[config.mk]
export PLATFORM = sky130hd
export DESIGN_NAME = ctrl_fsm
export DESIGN_NICKNAME = d
export VERILOG_FILES = /design/src/rtl/ctrl_fsm.sv
export SDC_FILE = /design/constraint.sdc
export NUM_CORES = 1
export LEC_CHECK = 0
export BUFFER_PORTS_ARGS = -buffer_cell sky130_fd_sc_hd__buf_2
export CORE_ASPECT_RATIO = 0.75
export CORE_MARGIN = 1
export CORE_UTILIZATION = 43
export DETAILED_ROUTE_END_ITERATION = 8
export GPL_ROUTABILITY_DRIVEN = 0
export PLACE_DENSITY = 0.85
export SYNTH_ARGS = -nofsm -noshare
export SYNTH_HDL_FRONTEND = slang
export SYNTH_SLANG_ARGS = --single-unit
[constraint.sdc]
create_clock -name clk -period 1.66 [get_ports clk]
set_input_delay 0.083 -clock clk [delete_from_list [all_inputs] [get_ports clk]]
set_output_delay 0.083 -clock clk [all_outputs]
set_load 0.03 [all_outputs]
[src/rtl/ctrl_fsm.sv]
// Instruction register and Moore sequencer driving the datapath and register-file strobes.
// Optional build macro CTRL_ILLEGAL_TRAP_EN: illegal instructions lock into a TRAP state with err=1.
module ctrl_fsm (
   input  logic        clk,
   input  logic        reset,
   input  logic        load,
   input  logic [15:0] instr,
   input  logic        s,
   output logic        w,
   output logic [2:0]  readnum,
   output logic [2:0]  writenum,
   output logic        write,
   output logic        vsel,
   output logic        loada,
   output logic        loadb,
   output logic        asel,
   output logic        bsel,
   output logic        loadc,
   output logic        loads,
   output logic [1:0]  shift,
   output logic [1:0]  ALUop,
   output logic [15:0] sximm8,
   output logic [15:0] sximm5,
   output logic        err
);

   typedef enum logic [2:0] {
      S_WAIT, S_DECODE, S_WRITE_IMM, S_GET_A, S_GET_B, S_ALU, S_WRITE_REG, S_TRAP
   } state_t;

   state_t      state_q, state_d;
   logic [15:0] ir_q, ir_d;

   logic [2:0] opcode, rn, rd, rm;
   logic [1:0] op;
   logic       is_movi, is_movr, is_arith, is_cmp, is_mvn;

   assign opcode   = ir_q[15:13];
   assign op       = ir_q[12:11];
   assign rn       = ir_q[10:8];
   assign rd       = ir_q[7:5];
   assign rm       = ir_q[2:0];
   assign is_movi  = (opcode == 3'b110) && (op == 2'b10);
   assign is_movr  = (opcode == 3'b110) && (op == 2'b00);
   assign is_arith = (opcode == 3'b101);
   assign is_cmp   = is_arith && (op == 2'b01);
   assign is_mvn   = is_arith && (op == 2'b11);

   assign shift  = ir_q[4:3];
   assign ALUop  = ir_q[12:11];
   assign sximm8 = {{8{ir_q[7]}}, ir_q[7:0]};
   assign sximm5 = {{11{ir_q[4]}}, ir_q[4:0]};

   // IR only accepts a new word while idle, so fields are stable for the whole instruction.
   assign ir_d = (load && (state_q == S_WAIT)) ? instr : ir_q;

   always_ff @(posedge clk) begin
      if (reset) begin
         state_q <= S_WAIT;
         ir_q    <= 16'h0000;
      end else begin
         state_q <= state_d;
         ir_q    <= ir_d;
      end
   end

   always_comb begin
      state_d = state_q;
      case (state_q)
         S_WAIT:      if (s) state_d = S_DECODE;
         S_DECODE: begin
            if (is_movi)                 state_d = S_WRITE_IMM;
            else if (is_movr || is_mvn)  state_d = S_GET_B;
            else if (is_arith)           state_d = S_GET_A;
            else begin
`ifdef CTRL_ILLEGAL_TRAP_EN
               state_d = S_TRAP;
`else
               state_d = S_WAIT;
`endif
            end
         end
         S_WRITE_IMM: state_d = S_WAIT;
         S_GET_A:     state_d = S_GET_B;
         S_GET_B:     state_d = S_ALU;
         S_ALU:       state_d = is_cmp ? S_WAIT : S_WRITE_REG;
         S_WRITE_REG: state_d = S_WAIT;
         S_TRAP: begin
`ifdef CTRL_ILLEGAL_TRAP_EN
            state_d = S_TRAP;
`else
            state_d = S_WAIT;
`endif
         end
         default:     state_d = S_WAIT;
      endcase
   end

   always_comb begin
      w        = (state_q == S_WAIT);
      readnum  = 3'd0;
      writenum = 3'd0;
      write    = 1'b0;
      vsel     = 1'b0;
      loada    = 1'b0;
      loadb    = 1'b0;
      asel     = 1'b0;
      bsel     = 1'b0;
      loadc    = 1'b0;
      loads    = 1'b0;
`ifdef CTRL_ILLEGAL_TRAP_EN
      err      = (state_q == S_TRAP);
`else
      err      = 1'b0;
`endif
      case (state_q)
         S_WRITE_IMM: begin
            writenum = rn;
            vsel     = 1'b1;
            write    = 1'b1;
         end
         S_GET_A: begin
            readnum = rn;
            loada   = 1'b1;
         end
         S_GET_B: begin
            readnum = rm;
            loadb   = 1'b1;
         end
         S_ALU: begin
            // MOV reg passes B through the adder, so A is forced to zero.
            asel  = is_movr;
            loads = is_cmp;
            loadc = !is_cmp;
         end
         S_WRITE_REG: begin
            writenum = rd;
            write    = 1'b1;
         end
         default: ;
      endcase
   end

endmodule

**After elaboration in Yosys (flattened, before gate mapping)**

Cells that the tools add are included.

- Multiplexer cells: 15
- Reduce and logical (&&, ||, !) cells: 11
- Equal/unequal tests: 13

Operator list:

| operator | count |
|---|---|
| == test 3 bit (second input constant) | 6 |
| one-hot mux 3 bit (6 select lines) | 1 |
| 2-to-1 mux 3 bit | 4 |
| one-hot mux 3 bit (2 select lines) | 2 |
| 2-to-1 mux 1 bit | 7 |
| == test 3 x 2 -> 1 bit (second input constant) | 2 |
| logical AND 1 bit | 5 |
| == test 2 bit (second input constant) | 2 |
| == test 3 x 1 -> 1 bit (second input constant) | 1 |
| zero test 3 bit | 1 |
| OR reduction 3 bit | 1 |
| == test 2 x 1 -> 1 bit (second input constant) | 1 |
| zero test 2 bit | 1 |
| 2-to-1 mux 2 bit | 1 |
| != test 2 bit (second input constant) | 1 |
| OR reduction 2 bit | 1 |
| zero test 1 bit | 1 |
| logical OR 1 bit | 1 |

- Register bits after elaboration: 19
- Word-level logic and storage cells: 41
- Bits of input ports: 20
- Output and inout bits: 52

**Longest topological paths before layout**

Gate-level depths: netlist of run 1.

- Depth after elaboration: 6
- Depth in mapped cells: 5

**Worst setup path after synthesis of run 1**

No wires, ideal clock.

- Path kind: register to output
- Start: reg state_q[2]
- End: out readnum[0]
- Path slack: -202 ps
- Arrival time: 1779 ps
- Data required time: 1577 ps
- Stages on the path, launching flop included: 4
- Buffers on the path: 0
- Cell sequence: dfxtp_1 > inv_1 > nor3_1 > a22o_1

- Longest elaborated chain between the ends: 2

Ends and longest elaborated chain:

| element | line | RTL |
|---|---|---|
| start: declaration | 31 | `state_t state_q, state_d;` |
| start signal: assignment | 62 | `state_q <= state_d;` |
| == test 3 bit / == test 3 x 2 -> 1 bit (equally long branches) | 116 | `case (state_q)` |
| one-hot mux 3 bit (2 select lines) (*) | 116 |  |
| end: declaration | 10 | `output logic [2:0] readnum,` |

Mark *: on every way between the ends. The rest lies on a longest branch, timed or not.

**Worst setup path in the final report of run 1**

- Start: reg state_q[2]
- End: out asel

- Longest elaborated chain between the ends: 2

Ends and longest elaborated chain:

| element | line | RTL |
|---|---|---|
| == test 3 bit | 116 |  |
| 2-to-1 mux 1 bit | 116 |  |
| end: declaration | 16 | `output logic asel,` |

Every way passes these cells.

==> metrics.cfg, run 1 <==
[status]
run_status = complete, no violations

[timing]
grt_setup_unrepaired = no
report.final.slew_viol_count = 0
final_period_minus_worst_setup_slack_ns = 1.53
final.setup.worst_slack_ns = 0.133
setup_viol = 0
max_clock_freq_mhz = 655
skew_ns = 0.000778
final_min_period_over_clock_period = 0.920
timing.final.hold_violations = 0
timing.setup.tns_ns = 0

[critical_path]
worst_ep_required_time_ns = 1.58
critical_path_peak_fanout = 11
rr_startpoint = state_q[2]$_SDFFE_PP0P_
worst_setup_path_end_kind = output pin
slowest_stage = sky130_fd_sc_hd__dfxtp_2
timing.critical_path.from_type = flop
largest_stage_delay_on_the_critical_path_ns = 0.39
arrival_ns = 1.44
timing.critical_path.cells = buf_4, nand3b_1, nor4_2, buf_2
timing.critical_path.buf_inv = 2
critical_path.startpoint = state_q[2]$_SDFFE_PP0P_
worst_path_dominant_cell_family = buffers and inverters
worst-setup-path-type = flop to output pin

[drt]
routedWlPerCell_um = 11.4
drc_errors = 0
detailedRoute.firstPassIterationCount = 4
drt_iter0_drc = 33
route.vias.total = 1071
routed_wirelength_um = 2590
antenna_nets_post_route = 0
vias_per_inst = 4.72

[floorplan]
floorplan.initialDensity = 0.464
coreArea_um2 = 2660
rows = 16
die_y_um = 48.4
fp.dieArea_um2 = 3100
top_level_ports = 72
chipWidth_um = 63.9

[clocking]
htree_num_levels = 1
post-cts-setup-buffer-count = 0
clk_latency_ns = 0.26
clock_sink_count = 19
number_of_instances_resized_during_post_cts_repair = 0
number_of_hold_buffers_added_after_cts = 0
cts_max_path_buffers = 2
clk_transition_reported_paths_ns = 0.07
clk_root_buffer_cell = sky130_fd_sc_hd__clkbuf_8
tritoncts = yes
numCtsBuffers = 3

[global_route]
grt_first_pass_wirelength_um = 4240
antenna_found_initial = 0
global_route.overflow_total = 0
grt_max_degree = 20
first_global_vias = 860
grtUsageTotal = 0.175

[logic_synthesis]
synth_seq_area_share = 0.308
syn-cell-area_um2 = 1240
synth_top_cell_by_area = sky130_fd_sc_hd__dfxtp_1
synthFlopType = sky130_fd_sc_hd__dfxtp_1
post_synth_top_area_share = 0.308
synth_async_sr_flop_share = 0
yosys.cell_count.top_type = sky130_fd_sc_hd__buf_4
synth.top_cells.by_area = sky130_fd_sc_hd__dfxtp_1 (31%), sky130_fd_sc_hd__buf_4 (24%), sky130_fd_sc_hd__nand2_1 (10%)
synth_edf_count = 0
syn-mean-instance-area_um2 = 7.77
synth_cells = 159
yosysUniqueCellTypes = 33
netlist_top_cells_count = sky130_fd_sc_hd__buf_4 (39), sky130_fd_sc_hd__nand2_1 (33), sky130_fd_sc_hd__dfxtp_1 (19), sky130_fd_sc_hd__a21oi_1 (16), sky130_fd_sc_hd__nor2_1 (6)
synth_seq_cells = 19
synth.yosys.warnings = 0

[final_layout]
syn_to_final_growth_pct = 12.7
design.final.nets = 212
final_cell_area_um2 = 1390
finish.utilization = 0.523
fill_cells = 257
drive_gt1_frac = 0.435
number_of_antenna_diodes = 0

[placed_design]
post-dp-hpwl_um = 1980
pre_cts_slack_ns = 0.134
number_of_port_buffers = 69
detailed_place.area_um2 = 1350

[power_and_ir_drop]
p_leak_nw = 0.732
ir_worst_vdd_v = 0.000495
power_per_cell_area_nw_per_um2 = 815

[worst_hold_path]
hp-class = input port to flop
hold_path.startpoint = instr[12]

[run]
cap_viol_max_count = 0

area by class of cell:
| cell class | count | area, um2 | share of cell area |
|---|---|---|---|
| tap | 36 | 45.0 | 0.0323 |
| inverter | 2 | 7.51 | 0.00539 |
| multi-input combinational | 92 | 529 | 0.380 |
| clock inverter | 1 | 5.00 | 0.00359 |
| timing repair buffer | 74 | 383 | 0.275 |
| sequential | 19 | 382 | 0.274 |
| clock buffer | 3 | 41.3 | 0.0296 |
flip-flops by register name (all words and copies together), names as in the netlist:
signal / cells
ir_q: 16
state_q: 3
cell usage in the layout (no fill, tap or decap), drive strengths merged:
cell type / count
buf: 74
inv: 2
nor3: 2
mux2i: 3
and3b: 1
and4b: 1
a22o: 3
clkbuf: 3
nor4: 1
or4b: 1
nand3: 2
dfxtp: 19
nor2b: 2
nor2: 6
a21bo: 1
o311ai: 1
nand3b: 2
nand2b: 5
a211oi: 1
nor4b: 2
a21oi: 16
o211a: 1
clkinv: 1
o311a: 1
o21ai: 1
nand2: 33
o31ai: 1
conb: 2
nor4bb: 1
a31oi: 2
metal layers:
layer	track usage	wire length [um]	up-vias
met1	0.248	1220	470
met4	0.0568	17	0
li1	-	-	556
met5	0	0	-
met3	0.0542	184	2
met2	0.250	1170	43
worst register-to-register path: stages (launching register included):
cell and delay (ns):
sky130_fd_sc_hd__dfxtp_2 0.35, sky130_fd_sc_hd__or4b_1 0.79, sky130_fd_sc_hd__nand2_1 0.18, sky130_fd_sc_hd__a21oi_1 0.08
stage by stage:
step | hold WS (ns) | power, W | instances
floorplan | 0.219 | 0.000810 | 160
global placement | 0.325 | 0.000821 | 223
detailed placement | 0.329 | 0.000825 | 223
CTS | 0.0549 | 0.00114 | 227
global route | 0.0547 | 0.00119 | 227
finish | 0.0564 | 0.00114 | 227
report_power, final:
part / switching (W) / internal [W]
sequential: 0.0000335 / 0.000483
combinational: 0.000202 / 0.0000947
clock: 0.000155 / 0.000167
total: 0.000391 / 0.000744
final timing paths:
kind,to,slack (ns),cells after the start
hold / removal,ir_q[12]$_SDFFE_PP0P_,0.06,3
setup reg to reg,ir_q[15]$_SDFFE_PP0P_,0.14,3
hold reg to reg,ir_q[10]$_SDFFE_PP0P_,0.47,2
setup / recovery,asel,0.13,4
logic make-up (layout without fill, tap and decap cells):
family | after synthesis | in the layout | synth area share
and+or+nand+nor | 59 | 59 | 0.245
AOI/OAI and AO/OA | 28 | 28 | 0.144
DFF | 19 | 19 | 0.308
buffers and inverters | 49 | 80 | 0.276
other | 1 | 2 | 0.00303
muxes | 3 | 3 | 0.0243
Note: power is estimated with default switching activity, not from simulation.
==> run 2, diff against run 1 <==
- CTS_CLUSTER_SIZE: unset -> 16
- SETUP_SLACK_MARGIN: unset -> 0.4
- TNS_END_PERCENT: unset -> 10
==> run 2 against run 1 <==
Compared with the run above:
- combinational power grew 6%
- flip-flop and latch count unchanged
- power rose by 1.8%
- sequential share of layout area is 1.2 points lower
- largest power group unchanged
- critical path depth is 2 higher
- global-route usage up 0.97 points
- worst setup slack gained 0.14 ns
- maximum frequency up 9.8%
==> metrics.cfg, run 2 (synthesis results as in run 1) <==
[status]
run_status = complete, no violations  ; unchanged

[power_and_ir_drop]
p_sw_w = 0.000400  ; was 0.000391 W
clock_power_share = 0.276  ; was 0.284
comb_power_share = 0.274  ; was 0.262
ir_worst_vdd_v = 0.000385  ; was 0.000495 V
switching_share = 0.346  ; was 0.345
power.sequential.fraction = 0.450  ; was 0.455
power_per_cell_area_nw_per_um2 = 763  ; was 815 nW/um2
p_leak_nw = 0.768  ; was 0.732 nW
internal-power_w = 0.000756  ; was 0.000744 W

[floorplan]
chipWidth_um = 63.9  ; unchanged
floorplan.initialDensity = 0.464  ; unchanged
fp.dieArea_um2 = 3100  ; unchanged
coreArea_um2 = 2660  ; unchanged
top_level_ports = 72  ; unchanged
rows = 16  ; unchanged
die_y_um = 48.4  ; unchanged

[timing]
max_clock_freq_mhz = 719  ; was 655 MHz
final_period_minus_worst_setup_slack_ns = 1.39  ; was 1.53 ns
report.final.slew_viol_count = 0  ; unchanged
timing.final.hold_violations = 0  ; unchanged
final.setup.worst_slack_ns = 0.270  ; was 0.133 ns
final.hold.worst_slack_ns = 0.0506  ; was 0.0564 ns
skew_ns = 0.00132  ; was 0.000778 ns
final_min_period_over_clock_period = 0.838  ; was 0.920
timing.setup.tns_ns = 0  ; unchanged
setup_viol = 0  ; unchanged
grt_setup_unrepaired = yes  ; was no

[final_layout]
syn_to_final_growth_pct = 22.6  ; was 12.7%
design.final.nets = 216  ; was 212
final_common_cell = sky130_fd_sc_hd__buf_2  ; unchanged
largest_reg_flops = 16  ; unchanged
final_cell_area_um2 = 1520  ; was 1390 um2
number_of_antenna_diodes = 0  ; unchanged
biggest_registers_after_layout = ir_q: 16 flops, state_q: 3 flops  ; unchanged
mostFrequentLayoutCells = sky130_fd_sc_hd__buf_2 (63), sky130_fd_sc_hd__nand2_1 (33), sky130_fd_sc_hd__a21oi_1 (15), sky130_fd_sc_hd__dfxtp_1 (12), sky130_fd_sc_hd__buf_4 (10)  ; was sky130_fd_sc_hd__buf_2 (69), sky130_fd_sc_hd__nand2_1 (33), sky130_fd_sc_hd__dfxtp_1 (18), sky130_fd_sc_hd__a21oi_1 (16), sky130_fd_sc_hd__nor2_1 (6)
drive_gt1_frac = 0.508  ; was 0.435
largest-register = ir_q  ; unchanged

[global_route]
grt_first_pass_wirelength_um = 4470  ; was 4240 um
global_route.overflow_total = 0  ; unchanged
grtUsageTotal = 0.185  ; was 0.175
antenna_found_initial = 0  ; unchanged
first_global_vias = 926  ; was 860
grt_max_degree = 20  ; unchanged

[drt]
drt_iter0_drc = 69  ; was 33
antenna_nets_post_route = 0  ; unchanged
route.vias.total = 1107  ; was 1071
routed_wirelength_um = 2750  ; was 2590 um
detailedRoute.firstPassIterationCount = 4  ; unchanged
routedWlPerCell_um = 11.9  ; was 11.4 um
vias_per_inst = 4.79  ; was 4.72
drc_errors = 0  ; unchanged

[critical_path]
worst_ep_required_time_ns = 1.85  ; was 1.58 ns
timing.critical_path.from_type = flop  ; unchanged
arrival_ns = 1.58  ; was 1.44 ns
timing.critical_path.cells = buf_6, buf_4, nor4b_4, buf_4, nand2_1, a21oi_2  ; was buf_4, nand3b_1, nor4_2, buf_2
slowest_stage = sky130_fd_sc_hd__dfxtp_2  ; unchanged
critical_path_peak_fanout = 6  ; was 11
worst_setup_path_end_kind = flop  ; was output pin
critical_path.most_common_cell = sky130_fd_sc_hd__buf_4
worst-setup-path-type = flop to flop  ; was flop to output pin
largest_stage_delay_on_the_critical_path_ns = 0.33  ; was 0.39 ns

[clocking]
numCtsBuffers = 3  ; unchanged
clk_root_buffer_cell = sky130_fd_sc_hd__clkbuf_8  ; unchanged
tritoncts = yes  ; unchanged
clock_sink_count = 19  ; unchanged
clk_transition_reported_paths_ns = 0.07  ; about the same
htree_num_levels = 1  ; unchanged
cts_max_path_buffers = 2  ; unchanged
clk_latency_ns = 0.26  ; about the same

[placed_design]
post-dp-hpwl_um = 1890  ; was 1980 um
pre_cts_slack_ns = 0.134  ; about the same
detailed_place.area_um2 = 1360  ; was 1350 um2
number_of_port_buffers = 69  ; unchanged

[run]
cap_viol_max_count = 0  ; unchanged

[worst_hold_path]
hp-class = input port to flop  ; unchanged

-- run 2: timing repair --
action / CTS / global route
resized for setup: 18 / 9
gates cloned: 0 / 0
buffers inserted: 5 / 0
pin swaps: 5 / 3
hold buffers: 0 / 0
endpoints found under the setup margin: 30 / 31
-- run 2: cell type report --
type	instances	area, um2
clock buffer	3	41.3
clock inverter	1	5.00
fill	247	1150
inverter	2	7.51
multi-input combinational	92	573
sequential	19	397
tap	36	45.0
timing repair buffer	78	447
-- run 2: power groups by stage --
| stage | logic, W | clock network, W | registers (W) |
|---|---|---|---|
| detailed placement | 0.000299 | 0 | 0.000528 |
| CTS | 0.000311 | 0.000334 | 0.000517 |
| global route | 0.000338 | 0.000359 | 0.000525 |
| floorplan | 0.000299 | 0 | 0.000517 |
| finish | 0.000316 | 0.000319 | 0.000520 |
| global placement | 0.000298 | 0 | 0.000527 |
-- run 2: worst paths after layout --
check | end | start | depth (start not counted) | slack (ns)
max | ir_q[3]$_SDFFE_PP0P_ | state_q[0]$_SDFFE_PP0P_ | 6 | 0.27
min | ir_q[12]$_SDFFE_PP0P_ | instr[12] | 3 | 0.05
max reg2reg | ir_q[3]$_SDFFE_PP0P_ | state_q[0]$_SDFFE_PP0P_ | 6 | 0.27
min reg2reg | ir_q[5]$_SDFFE_PP0P_ | ir_q[5]$_SDFFE_PP0P_ | 2 | 0.48
-- run 2: worst max-delay path: cells and delay by family (launching register included) --
family	cells	cell delay, ns
AO/OA/AOI/OAI	1	0.14
AND/OR/NAND/NOR	2	0.39
flip-flops	1	0.33
buffers and inverters	3	0.47
-- run 2: through the flow --
| stage | util | power, W | std cells |
|---|---|---|---|
| after detailed placement | 0.511 | 0.000828 | 222 |
| after global routing | 0.569 | 0.00122 | 231 |
| after global placement | 0.511 | 0.000825 | 222 |
| after floorplan | - | 0.000816 | 160 |
| after CTS | 0.560 | 0.00116 | 231 |
| final | 0.569 | 0.00116 | 231 |
-- run 2: routing by layer --
| metal | wire (um) | global-route usage |
|---|---|---|
| met1 | 1310 | 0.250 |
| met2 | 1250 | 0.284 |
| met3 | 165 | 0.0590 |
| met4 | 23 | 0.0455 |
| met5 | 0 | 0 |
